[src/rtl/fifo_write_arbiter.sv]
// fifo_write_arbiter
//   Shares the write port of an async FIFO among NUM_REQ requesters in the
//   wclk domain. Round-robin arbitration with burst lock: the owner keeps the
//   port until its last beat is accepted, MAX_BURST beats are accepted, or it
//   drops its request. Re-arbitration always passes through one IDLE cycle.
//
//   Optional feature: define WARB_STALL_CNT_EN to add a saturating 16-bit
//   counter of cycles where the owner wants to write but the FIFO is full.
//
// Ports
//   wclk       in   write-domain clock, all logic on posedge
//   wrst_n     in   asynchronous active-low reset
//   req        in   per-requester write request (level)
//   req_data   in   per-requester data, slice i = [i*DATA_SIZE +: DATA_SIZE]
//   req_last   in   per-requester end-of-burst marker, valid with req
//   wfull      in   FIFO full flag (wclk domain)
//   gnt        out  one-hot registered grant
//   winc       out  FIFO write strobe
//   wdata      out  FIFO write data
//   busy       out  high while a grant is held
//   owner_id   out  index of the current or most recent owner
//   stall_clr  in   (WARB_STALL_CNT_EN) clears stall_cnt, wins over increment
//   stall_cnt  out  (WARB_STALL_CNT_EN) saturating stalled-cycle count
module fifo_write_arbiter #(
  parameter int NUM_REQ   = 4,
  parameter int DATA_SIZE = 8,
  parameter int MAX_BURST = 4,
  localparam int OW = $clog2(NUM_REQ),
  localparam int BW = $clog2(MAX_BURST + 1)
) (
  input  logic                           wclk,
  input  logic                           wrst_n,
  input  logic [NUM_REQ-1:0]             req,
  input  logic [NUM_REQ*DATA_SIZE-1:0]   req_data,
  input  logic [NUM_REQ-1:0]             req_last,
  input  logic                           wfull,
  output logic [NUM_REQ-1:0]             gnt,
  output logic                           winc,
  output logic [DATA_SIZE-1:0]           wdata,
  output logic                           busy,
  output logic [OW-1:0]                  owner_id
`ifdef WARB_STALL_CNT_EN
  ,
  input  logic                           stall_clr,
  output logic [15:0]                    stall_cnt
`endif
);

  typedef enum logic [0:0] {
    IDLE  = 1'b0,
    BURST = 1'b1
  } state_t;

  state_t               state_r,      state_nxt_s;
  logic [NUM_REQ-1:0]   gnt_r,        gnt_nxt_s;
  logic [OW-1:0]        owner_r,      owner_nxt_s;
  logic [OW-1:0]        last_owner_r, last_owner_nxt_s;
  logic [BW-1:0]        beat_cnt_r,   beat_cnt_nxt_s;
  logic [OW-1:0]        pick_s;
  logic                 accept_s;
  logic                 release_s;

  // Round-robin search starting just after 'last' and wrapping NUM_REQ-1 -> 0;
  // 'last' itself is examined last so every requester is served within NUM_REQ grants.
  function automatic logic [OW-1:0] rr_pick(input logic [NUM_REQ-1:0] r,
                                            input logic [OW-1:0]      last);
    logic [OW-1:0] idx;
    logic [OW-1:0] sel;
    logic          found;
    idx   = last;
    sel   = {OW{1'b0}};
    found = 1'b0;
    for (int k = 0; k < NUM_REQ; k++) begin
      if (idx == OW'(NUM_REQ - 1)) begin
        idx = {OW{1'b0}};
      end else begin
        idx = idx + {{(OW-1){1'b0}}, 1'b1};
      end
      if (!found && r[idx]) begin
        sel   = idx;
        found = 1'b1;
      end else begin
        found = found;
      end
    end
    return sel;
  endfunction

  // Handshake and release conditions of the current owner.
  always_comb begin
    pick_s    = rr_pick(req, last_owner_r);
    accept_s  = (state_r == BURST) & req[owner_r] & ~wfull;
    // A beat flagged last (or the MAX_BURST-th beat) only releases once accepted;
    // a dropped request releases regardless of wfull.
    release_s = ~req[owner_r] |
                (accept_s & (req_last[owner_r] | (beat_cnt_r == BW'(MAX_BURST - 1))));
  end

  // Next-state logic: arbitration in IDLE, burst bookkeeping in BURST.
  always_comb begin
    state_nxt_s      = state_r;
    gnt_nxt_s        = gnt_r;
    owner_nxt_s      = owner_r;
    last_owner_nxt_s = last_owner_r;
    beat_cnt_nxt_s   = beat_cnt_r;
    case (state_r)
      IDLE: begin
        if (|req) begin
          state_nxt_s    = BURST;
          gnt_nxt_s      = {{(NUM_REQ-1){1'b0}}, 1'b1} << pick_s;
          owner_nxt_s    = pick_s;
          beat_cnt_nxt_s = {BW{1'b0}};
        end else begin
          state_nxt_s    = IDLE;
        end
      end
      BURST: begin
        if (release_s) begin
          state_nxt_s      = IDLE;
          gnt_nxt_s        = {NUM_REQ{1'b0}};
          last_owner_nxt_s = owner_r;
        end else begin
          beat_cnt_nxt_s   = beat_cnt_r + BW'(accept_s);
        end
      end
      default: begin
        state_nxt_s = IDLE;
        gnt_nxt_s   = {NUM_REQ{1'b0}};
      end
    endcase
  end

  // State register: reset leaves requester 0 as the first winner.
  always_ff @(posedge wclk or negedge wrst_n) begin
    if (!wrst_n) begin
      state_r      <= IDLE;
      gnt_r        <= {NUM_REQ{1'b0}};
      owner_r      <= {OW{1'b0}};
      last_owner_r <= OW'(NUM_REQ - 1);
      beat_cnt_r   <= {BW{1'b0}};
    end else begin
      state_r      <= state_nxt_s;
      gnt_r        <= gnt_nxt_s;
      owner_r      <= owner_nxt_s;
      last_owner_r <= last_owner_nxt_s;
      beat_cnt_r   <= beat_cnt_nxt_s;
    end
  end

  // Outputs: winc/wdata follow the accept combinationally so a beat is written
  // in the same cycle the requester sees it consumed.
  always_comb begin
    gnt      = gnt_r;
    busy     = (state_r == BURST);
    owner_id = owner_r;
    winc     = accept_s;
    if (accept_s) begin
      wdata = req_data[owner_r*DATA_SIZE +: DATA_SIZE];
    end else begin
      wdata = {DATA_SIZE{1'b0}};
    end
  end

`ifdef WARB_STALL_CNT_EN
  logic [15:0] stall_cnt_r;

  // Stalled-cycle counter: clear wins, then saturating increment.
  always_ff @(posedge wclk or negedge wrst_n) begin
    if (!wrst_n) begin
      stall_cnt_r <= 16'h0000;
    end else if (stall_clr) begin
      stall_cnt_r <= 16'h0000;
    end else if ((state_r == BURST) && req[owner_r] && wfull && (stall_cnt_r != 16'hFFFF)) begin
      stall_cnt_r <= stall_cnt_r + 16'h0001;
    end else begin
      stall_cnt_r <= stall_cnt_r;
    end
  end

  assign stall_cnt = stall_cnt_r;
`endif

endmodule

[config.mk]
export PLATFORM = sky130hd
export DESIGN_NAME = fifo_write_arbiter
export DESIGN_NICKNAME = d
export VERILOG_FILES = /design/src/rtl/fifo_write_arbiter.sv
export SDC_FILE = /design/constraint.sdc
export NUM_CORES = 1
export LEC_CHECK = 0
export CAP_MARGIN = 10
export CORE_MARGIN = 2
export CORE_UTILIZATION = 25
export CTS_BUF_LIST = sky130_fd_sc_hd__clkbuf_8
export CTS_CLUSTER_SIZE = 8
export DETAILED_ROUTE_END_ITERATION = 16
export PLACE_DENSITY_LB_ADDON = 0.3
export SYNTH_ARGS = -nofsm -noshare
export SYNTH_HDL_FRONTEND = slang
export SYNTH_SLANG_ARGS = --single-unit
[constraint.sdc]
create_clock -name wclk -period 2.2 [get_ports wclk]
set_input_delay 0.44 -clock wclk [delete_from_list [all_inputs] [get_ports wclk]]
set_output_delay 0.44 -clock wclk [all_outputs]
set_load 0.01 [all_outputs]
==> impl.org, run 1 <==
** Yosys
- Post-synthesis xor/xnor area fraction :: 0.815%
- The synthesized design contains 0 enable-type register cells.
- Portion of netlist area occupied by mux cells :: 23.9%
- Dominant combinational cell family by area after synthesis :: multiplexers
- A synthesized cell averages 9.95 sq um.
- Gate Count Post-Synth :: 108
- Adder-Cell Fraction of Synth Area :: 3.49%
- The synthesized netlist occupies a cell area of 0.00107 sq mm.
- Synth Area in Compound Gates :: 20.5%
- For this run, the leading register cell type out of synthesis is sky130_fd_sc_hd__dfrtp_1.
- Library cells used by synthesis :: 38
- Counting every net in the synthesized netlist gives 154.
- Area fraction in and, or, nand and nor cells after synthesis :: 17.8%
- For this run, the number of Yosys warnings is 0.
- Counting flops and latches in the post-synthesis netlist gives 12.
- Post-synth ARST share :: 100%
- Sequential share of the synthesized area :: 28.2%

** Layout
- Compared with the post-synthesis result, the final layout area differs by 67.9%.
- The number of antenna diodes in the final layout is 0.
- Final design area excluding fillers :: 0.00180 sq mm
- Number of nets in the finished design :: 225
- Core utilization of the finished layout :: 44.5%
- Proportion of layout cells with a drive suffix above 1 :: 23.0%

** Pwr
- Per report_power, the combinational group accounts for 71.1% of the total.
- Cell internal power was estimated by the tool at 1.21 mW.
- PD cells :: 1120 mW/mm^2
- For this design the total switching power over the nets is 0.810 mW.
- Cell leakage power :: 0.768 nW
- The clock network burns 10.3% of the power.
- Sequential cells burn 18.6% of the power.
- Max IR drop VDD :: 0.537 mV
- Of the total power, the share spent switching nets is 40.1%.

** Placed design
- At the end of routability-driven placement, the weighted congestion stood at 0.859.
- After legalization and detailed placement, the total HPWL measured 2.74 mm.
- Port buffer count :: 58
- Total cell area at the placement stage :: 0.00180 sq mm

** Clock network
- Cts hold-fix bufs :: 0
- The number of clock buffers added by TritonCTS is 3.
- CTS tree :: yes
- CTS built an H-tree with a depth of 1.
- CTS clk-pin slew, worst paths :: 0.05 ns
- The tree built by TritonCTS fans out to 12 sinks.
- CTS Root Buffer Type :: sky130_fd_sc_hd__clkbuf_8
- Maximum clock path buffer count :: 2
- Number of buffers inserted to repair setup after CTS :: 0
- The clock reaches the later pin of the worst-skew pair after 0.24 ns.

** Global route
- Total GRT Usage :: 14.5%
- Met3 usage :: 2.76%
- The global routing stage identified its most utilized layer as met2.
- Via count of the first global-routing pass :: 1175
- Wire length of the first global-routing pass :: 5.73 mm
- Met2 routing resource usage after global routing :: 25.5%
- Largest net degree at the start of global routing :: 14
- Antenna violations before repair :: 0
- Met1 track utilization from global routing :: 18.4%
- Remaining Overflow, GRT :: 0

** Routing
- Total via count after detailed routing :: 1147
- After detailed routing, the number of remaining DRC violations is 0.
- For this block, the initial DRC count from the detailed router was 17.
- Once detail routing completed, the nets flagged for antenna violations numbered 0.
- The pre-antenna-repair detailed-routing pass consisted of 4 iterations.
- Per-cell via count in the routed design :: 5.03
- WL final :: 3.43 mm
- In the final routed layout, each cell accounts on average for 15.0 um.

** STA
- The number of pins exceeding their max-slew limit in the final report was 0.
- Final Cycle Share :: 95.8%
- For the final database, setup skew stands at 0.00688 ns.
- Minimum clock period :: 2.11 ns
- Highest Clock Rate :: 475 MHz
- Adding up every negative setup slack in the final design gives 0 ns.
- Final hold analysis gives a worst-case slack of 0.494 ns.
- Headroom to the max-slew limit came out at 63.4%.
- Setup repair after global routing missed its margin :: no
- The number of hold violations in the final report was 0.
- For the pin with the worst max-slew slack, the measured transition is 0.547 ns.
- Setup violations remaining at the end of the flow were counted as 0.

** Flow run
- Number of max-capacitance violations reported :: 0

** Worst setup path
- The worst setup path is of the in2out kind.
- Endpoint of the worst register-to-register path :: owner_id[1]
- The worst register-to-register path has a depth of 6.
- Category of the worst setup path launch point :: input port
- At the worst endpoint, the required time is 1.76 ns.
- STA classifies the critical path endpoint as an output port.
- Data arrives at the worst endpoint at 1.67 ns.
- In this run the register-to-register setup slack is 0.20 ns.
- The startpoint identified for the worst register-to-register timing path is last_owner_r[0].
- Peak fanout along the critical path :: 8

** Floorplan
- Die Area :: 0.00484 sq mm
- The floorplan step set the die width to 69.6 um.
- Starting Density :: 26.5%
- After floorplanning, the core was divided into 23 placement rows.
- 59 I/O pins were placed.
- The core region is 0.00406 sq mm.
- The floorplan step set the die height to 69.6 um.

** Min path
- Worst hold path stage count :: 1
- In this run the most critical hold path is launched from gnt[2].
- Hold EP :: gnt[2]
- Worst min-delay path class :: reg2reg

** Outcome
- Result of the run :: complete, no violations
kinds of logic (layout without fill, tap and decap cells):
family                     Yosys count  after routing
AOI/OAI and AO/OA                   29             29
DFF                                 12             12
muxes                               14             14
buffers and inverters               12             82
xor gates and xnor gates             1              1
adders and majority gates            3              3
and+or+nand+nor                     37             37
power by group through the flow:
stage	clock [mW]	sequential, mW	combinational (mW)
floorplan	0	0.416	0.914
global placement	0	0.378	1.45
detailed placement	0	0.382	1.47
CTS	0.214	0.380	1.45
global route	0.223	0.388	1.58
finish	0.208	0.376	1.44
synth_stat cells (all sizes together) (2+ instances only):
master | number | area [sq um]
nor2b | 12 | 75.1
nand2 | 11 | 41.3
dfrtp | 10 | 250
mux4 | 9 | 203
o21ai | 7 | 35.0
inv | 6 | 22.5
buf | 5 | 31.3
nor2 | 5 | 18.8
a21oi | 3 | 15.0
a22o | 3 | 26.3
ha | 3 | 37.5
mux2 | 3 | 33.8
o2bb2ai | 3 | 26.3
a32oi | 2 | 17.5
dfstp | 2 | 52.6
mux2i | 2 | 20.0
nor3 | 2 | 10.0
layout by cell type (no fill, tap or decap), drive strengths merged, types with 4 or more instances in the layout:
cell type | netlist | final
nor2 | 5 | 5
o21ai | 7 | 7
dlygate4sd2 | 0 | 4
nand2 | 11 | 11
dfrtp | 10 | 10
mux4 | 9 | 9
inv | 6 | 7
clkdlybuf4s50 | 0 | 45
buf | 5 | 22
nor2b | 12 | 12
final cells by class:
| type | instances | area, sq um |
|---|---|---|
| fill | 390 | 2250 |
| multi-input combinational | 84 | 714 |
| timing repair buffer | 72 | 657 |
| sequential | 12 | 303 |
| tap | 50 | 62.6 |
| clock buffer | 3 | 41.3 |
| inverter | 6 | 22.5 |
| clock inverter | 1 | 3.75 |
critical path, cell delays in order:
cell                            delay, ns
sky130_fd_sc_hd__dlygate4sd2_1       0.24
sky130_fd_sc_hd__mux4_2              0.50
sky130_fd_sc_hd__nand3b_1            0.14
sky130_fd_sc_hd__buf_6               0.15
sky130_fd_sc_hd__nor2b_1             0.06
sky130_fd_sc_hd__buf_2               0.14
state kept, by name, indices dropped and copies added, names as in the netlist:
name,flops
gnt,4
beat_cnt_r,3
last_owner_r,2
owner_id,2
busy,1
how the worst max path moves through the flow:
| stage | slack (ns) | endpoint | from | depth (start not counted) |
|---|---|---|---|---|
| 2_1_floorplan | 0.05 | beat_cnt_r[2] | owner_id[1] | 7 |
| 3_3_place_gp | -0.42 | wdata[2] | req[3] | 6 |
| 3_5_place_dp | -0.48 | wdata[2] | req[3] | 6 |
| 4_1_cts | 0.08 | wdata[2] | req[3] | 6 |
| 5_1_grt | 0.02 | owner_id[1] | last_owner_r[1] | 6 |
| 6_report | 0.09 | wdata[2] | req[3] | 6 |
per-layer routing:
metal / vias to the layer above / wire length, um / share of wire [%]
li1: 553 / - / -
met1: 530 / 1530 / 45
met2: 60 / 1660 / 48
met3: 4 / 230 / 6.7
met4: 0 / 10 / 0.29
met5: - / 0 / 0
metrics by stage:
step / setup slack [ns] / total power [mW] / cells
finish: 0.0927 / 2.02 / 228
global placement: -0.416 / 1.83 / 224
CTS: 0.0762 / 2.05 / 228
floorplan: 0.0535 / 1.33 / 108
global route: 0.0250 / 2.19 / 228
detailed placement: -0.481 / 1.86 / 224
repair_timing:
item	4_1_cts	5_1_grt
hold endpoints to repair	0	0
setup endpoints to repair	9	0
gates resized for setup	39	0
Power figures use the tool's default switching activity.
==> inputs of run 2 (changes only) <==
--- a/config.mk
+++ b/config.mk
@@ -6,6 +6,7 @@
 export NUM_CORES = 1
 export LEC_CHECK = 0
 export CAP_MARGIN = 10
+export CORE_ASPECT_RATIO = 1.2
 export CORE_MARGIN = 2
 export CORE_UTILIZATION = 25
 export CTS_BUF_LIST = sky130_fd_sc_hd__clkbuf_8
==> impl.org, run 2 (synthesis gave the netlist of run 1 again) <==
** STA
- The final hold slack came to 0.492 ns (-0.00180 ns).
- The number of hold violations in the final report was 0 (unchanged).
- Worst path setup slack after routing :: 0.120 ns (+0.0274 ns)
- The period utilization came to 94.5% (-1.2 points).
- Final max-slew violation count :: 0 (unchanged)
- Setup repair after global routing missed its margin :: no
- Worst-case headroom to the max-slew limit :: 63.9% (+0.55 points)
- Highest Clock Rate :: 481 MHz (+1.3%)
- The transition at the pin with the smallest max-transition slack was 0.539 ns (-0.00826 ns).
- The clock period minus final worst setup slack was 2.08 ns (-0.0274 ns).
- Number of setup violations in the final report :: 0 (unchanged)
- Final worst clock skew :: 0.00386 ns (-0.00302 ns)

** Floorplan
- Starting Density :: 25.6% (-0.88 points)
- The chip width was 63.9 um (-8.2%).
- The floorplan die area is 0.00484 sq mm (about the same).
- The die span in y was 75.8 um (+9.0%).
- The core area was 0.00420 sq mm (+3.4%).
- Number of cell rows :: 26 (+13%)
- # IOs :: 59 (unchanged)

** Global route
- Met2 routing resource usage after global routing :: 28.0% (+2.5 points)
- met2 is the most crowded layer.
- Wire length of the first global-routing pass :: 5.51 mm (-3.8%)
- The number of antenna violations at the first check in global routing was 0 (unchanged).
- Largest net degree at the start of global routing :: 14 (unchanged)
- The all-layer global routing usage was 14.4% (-0.10 points).
- Remaining Overflow, GRT :: 0 (unchanged)
- The global-route met3 utilization came to 4.14% (+1.4 points).
- The via count of the first global-routing pass was 1213 (+3.2%).
- The met1 usage is 15.4% (-3.0 points).

** Pwr
- The combinational group share of total power was 69.7% (-1.4 points).
- Cell leakage power :: 0.771 nW (+0.47%)
- Switching power :: 0.802 mW (-0.98%)
- Fraction of power spent switching nets :: 39.1% (-1.0 points)
- The power share of the clock group is 11.8% (+1.5 points).
- The peak ir drop on the vdd network is 0.671 mV (+25%).
- The internal power was 1.25 mW (+3.3%).
- The power density normalized to cell area came to 1120 mW/mm^2 (+0.31%).
- Share of total power in sequential cells :: 18.5% (about the same)

** Clock network
- CTS Buf Count :: 3 (unchanged)
- Maximum clock path buffer count :: 2 (unchanged)
- Number of buffers inserted to repair setup after CTS :: 0 (unchanged)
- CTS HTree Levels :: 1 (unchanged)
- Clock sink total :: 12 (unchanged)
- TritonCTS built the clock tree.
- Worst skew pair latency :: 0.24 ns (about the same)
- The clock-pin transition on the worst setup and hold timing paths came to 0.06 ns (about the same).
- CTS Root Buffer Type :: sky130_fd_sc_hd__clkbuf_8

** Worst setup path
- Peak fanout along the critical path :: 8 (unchanged)
- Required time at the worst-slack endpoint :: 1.76 ns (about the same)
- Category of the worst setup path launch point :: input port
- Category of the worst setup path capture point :: output port
- Worst Path Arrival :: 1.64 ns (-0.03 ns)
- By startpoint and endpoint, the worst setup path is classified as in2out.

** Routing
- The routed length per instance came to 14.4 um (-4.3%).
- The number of nets with antenna violations after detailed routing is 0 (unchanged).
- Number of iterations in the first detailed-routing pass :: 4 (unchanged)
- Starting DRC count in detailed routing :: 41 (+24)
- Post-route DRC violation count :: 0 (unchanged)
- WL final :: 3.38 mm (-1.4%)
- The total number of vias came to 1156 (+0.78%).
- Per-cell via count in the routed design :: 4.92 (-2.2%)

** Layout
- Compared with the post-synthesis result, the final layout area differs by 70.0%.
- The final cell utilization of the core was 43.5% (-0.93 points).
- The number of nets at the end of the flow is 226 (+0.44%).
- Number of diodes :: 0 (unchanged)
- Most common library cell in the layout ignoring fill and taps :: sky130_fd_sc_hd__clkdlybuf4s50_1
- Top library cells by usage in the layout, fill and taps aside :: 45 x sky130_fd_sc_hd__clkdlybuf4s50_1, 13 x sky130_fd_sc_hd__buf_4, 12 x sky130_fd_sc_hd__nor2b_1
- The combined flip-flop and latch cell area is 303 sq um (unchanged).
- Area of the multi-input gates :: 717 sq um (+0.35%)
- The number of flip-flops under the largest register name was 4 (unchanged).
- Proportion of layout cells with a drive suffix above 1 :: 25.1% (+2.1 points)
- The number of fill cells in the layout was 377 (-3.3%).

** Flow run
- Number of max-capacitance violations reported :: 0 (unchanged)

** Placed design
- The number of I/O port buffers is 58 (unchanged).
- Routability Congestion :: 0.784 (-8.8%)
- Hpwl dp :: 2.71 mm (-0.84%)
- Pre-CTS setup slack :: -0.425 ns (+0.0558 ns)

** Min path
- Worst min-delay path class :: reg2reg

** Outcome
- Result of the run :: complete, no violations
run 2: changes by cell type in the layout (fill, tap and decap cells not counted):
cell / change
sky130_fd_sc_hd__buf_2: +1
sky130_fd_sc_hd__buf_4: +1
sky130_fd_sc_hd__clkbuf_8: +1
sky130_fd_sc_hd__clkdlybuf4s15_1: -1
sky130_fd_sc_hd__ha_1: -1
sky130_fd_sc_hd__ha_2: +1
sky130_fd_sc_hd__inv_1: -1
run 2: critical path, stage by stage:
cell and delay, ns:
sky130_fd_sc_hd__dlygate4sd2_1 0.24, sky130_fd_sc_hd__mux4_2 0.49, sky130_fd_sc_hd__nand3b_1 0.14, sky130_fd_sc_hd__buf_6 0.14, sky130_fd_sc_hd__nor2b_1 0.05, sky130_fd_sc_hd__buf_2 0.13
run 2: repair_timing:
item | in CTS | in global routing
setup endpoints to repair | 10 | 0
hold buffers | 0 | 0
gates resized for setup | 42 | 0
run 2: final cells by class:
type                       instances  area share (%)
tap                               56            3.84
sequential                        12            16.6
inverter                           6            1.23
multi-input combinational         84            39.2
clock buffer                       4            3.01
timing repair buffer              73            36.1
run 2: metal layers:
layer,part of all wire (%),vias to the layer above
li1,-,552
met1,39,537
met2,50,63
met3,9.4,4
met4,0.80,0
met5,0,-
run 2: through the flow:
step / std cells / power (mW) / cell area [sq um] / TNS [ns]
floorplan: 108 / 1.33 / 1070 / 0
finish: 235 / 2.05 / 1830 / 0
global route: 235 / 2.23 / 1830 / 0
global placement: 231 / 1.82 / 1820 / -4.09
detailed placement: 231 / 1.86 / 1820 / -4.32
CTS: 235 / 2.08 / 1830 / 0
run 2: worst paths after layout:
| path | to | cells past startpoint | startpoint | slack (ns) |
|---|---|---|---|---|
| max in group asynchronous | last_owner_r[0] | 1 | wrst_n | 1.28 |
| setup reg to reg | beat_cnt_r[2] | 8 | owner_id[1] | 0.17 |
| hold reg to reg | gnt[3] | 1 | gnt[3] | 0.49 |
| min in group asynchronous | beat_cnt_r[2] | 1 | wrst_n | 0.55 |
| hold / removal | gnt[3] | 1 | gnt[3] | 0.49 |
| setup / recovery | wdata[0] | 6 | req[3] | 0.12 |
run 2: power by group through the flow:
| stage | Sequential, mW | Combinational [mW] | Clock (mW) |
|---|---|---|---|
| 5_1_grt | 0.393 | 1.58 | 0.255 |
| 4_1_cts | 0.382 | 1.45 | 0.246 |
| 2_1_floorplan | 0.416 | 0.914 | 0 |
| 6_report | 0.379 | 1.43 | 0.242 |
| 3_5_place_dp | 0.383 | 1.48 | 0 |
| 3_3_place_gp | 0.382 | 1.44 | 0 |
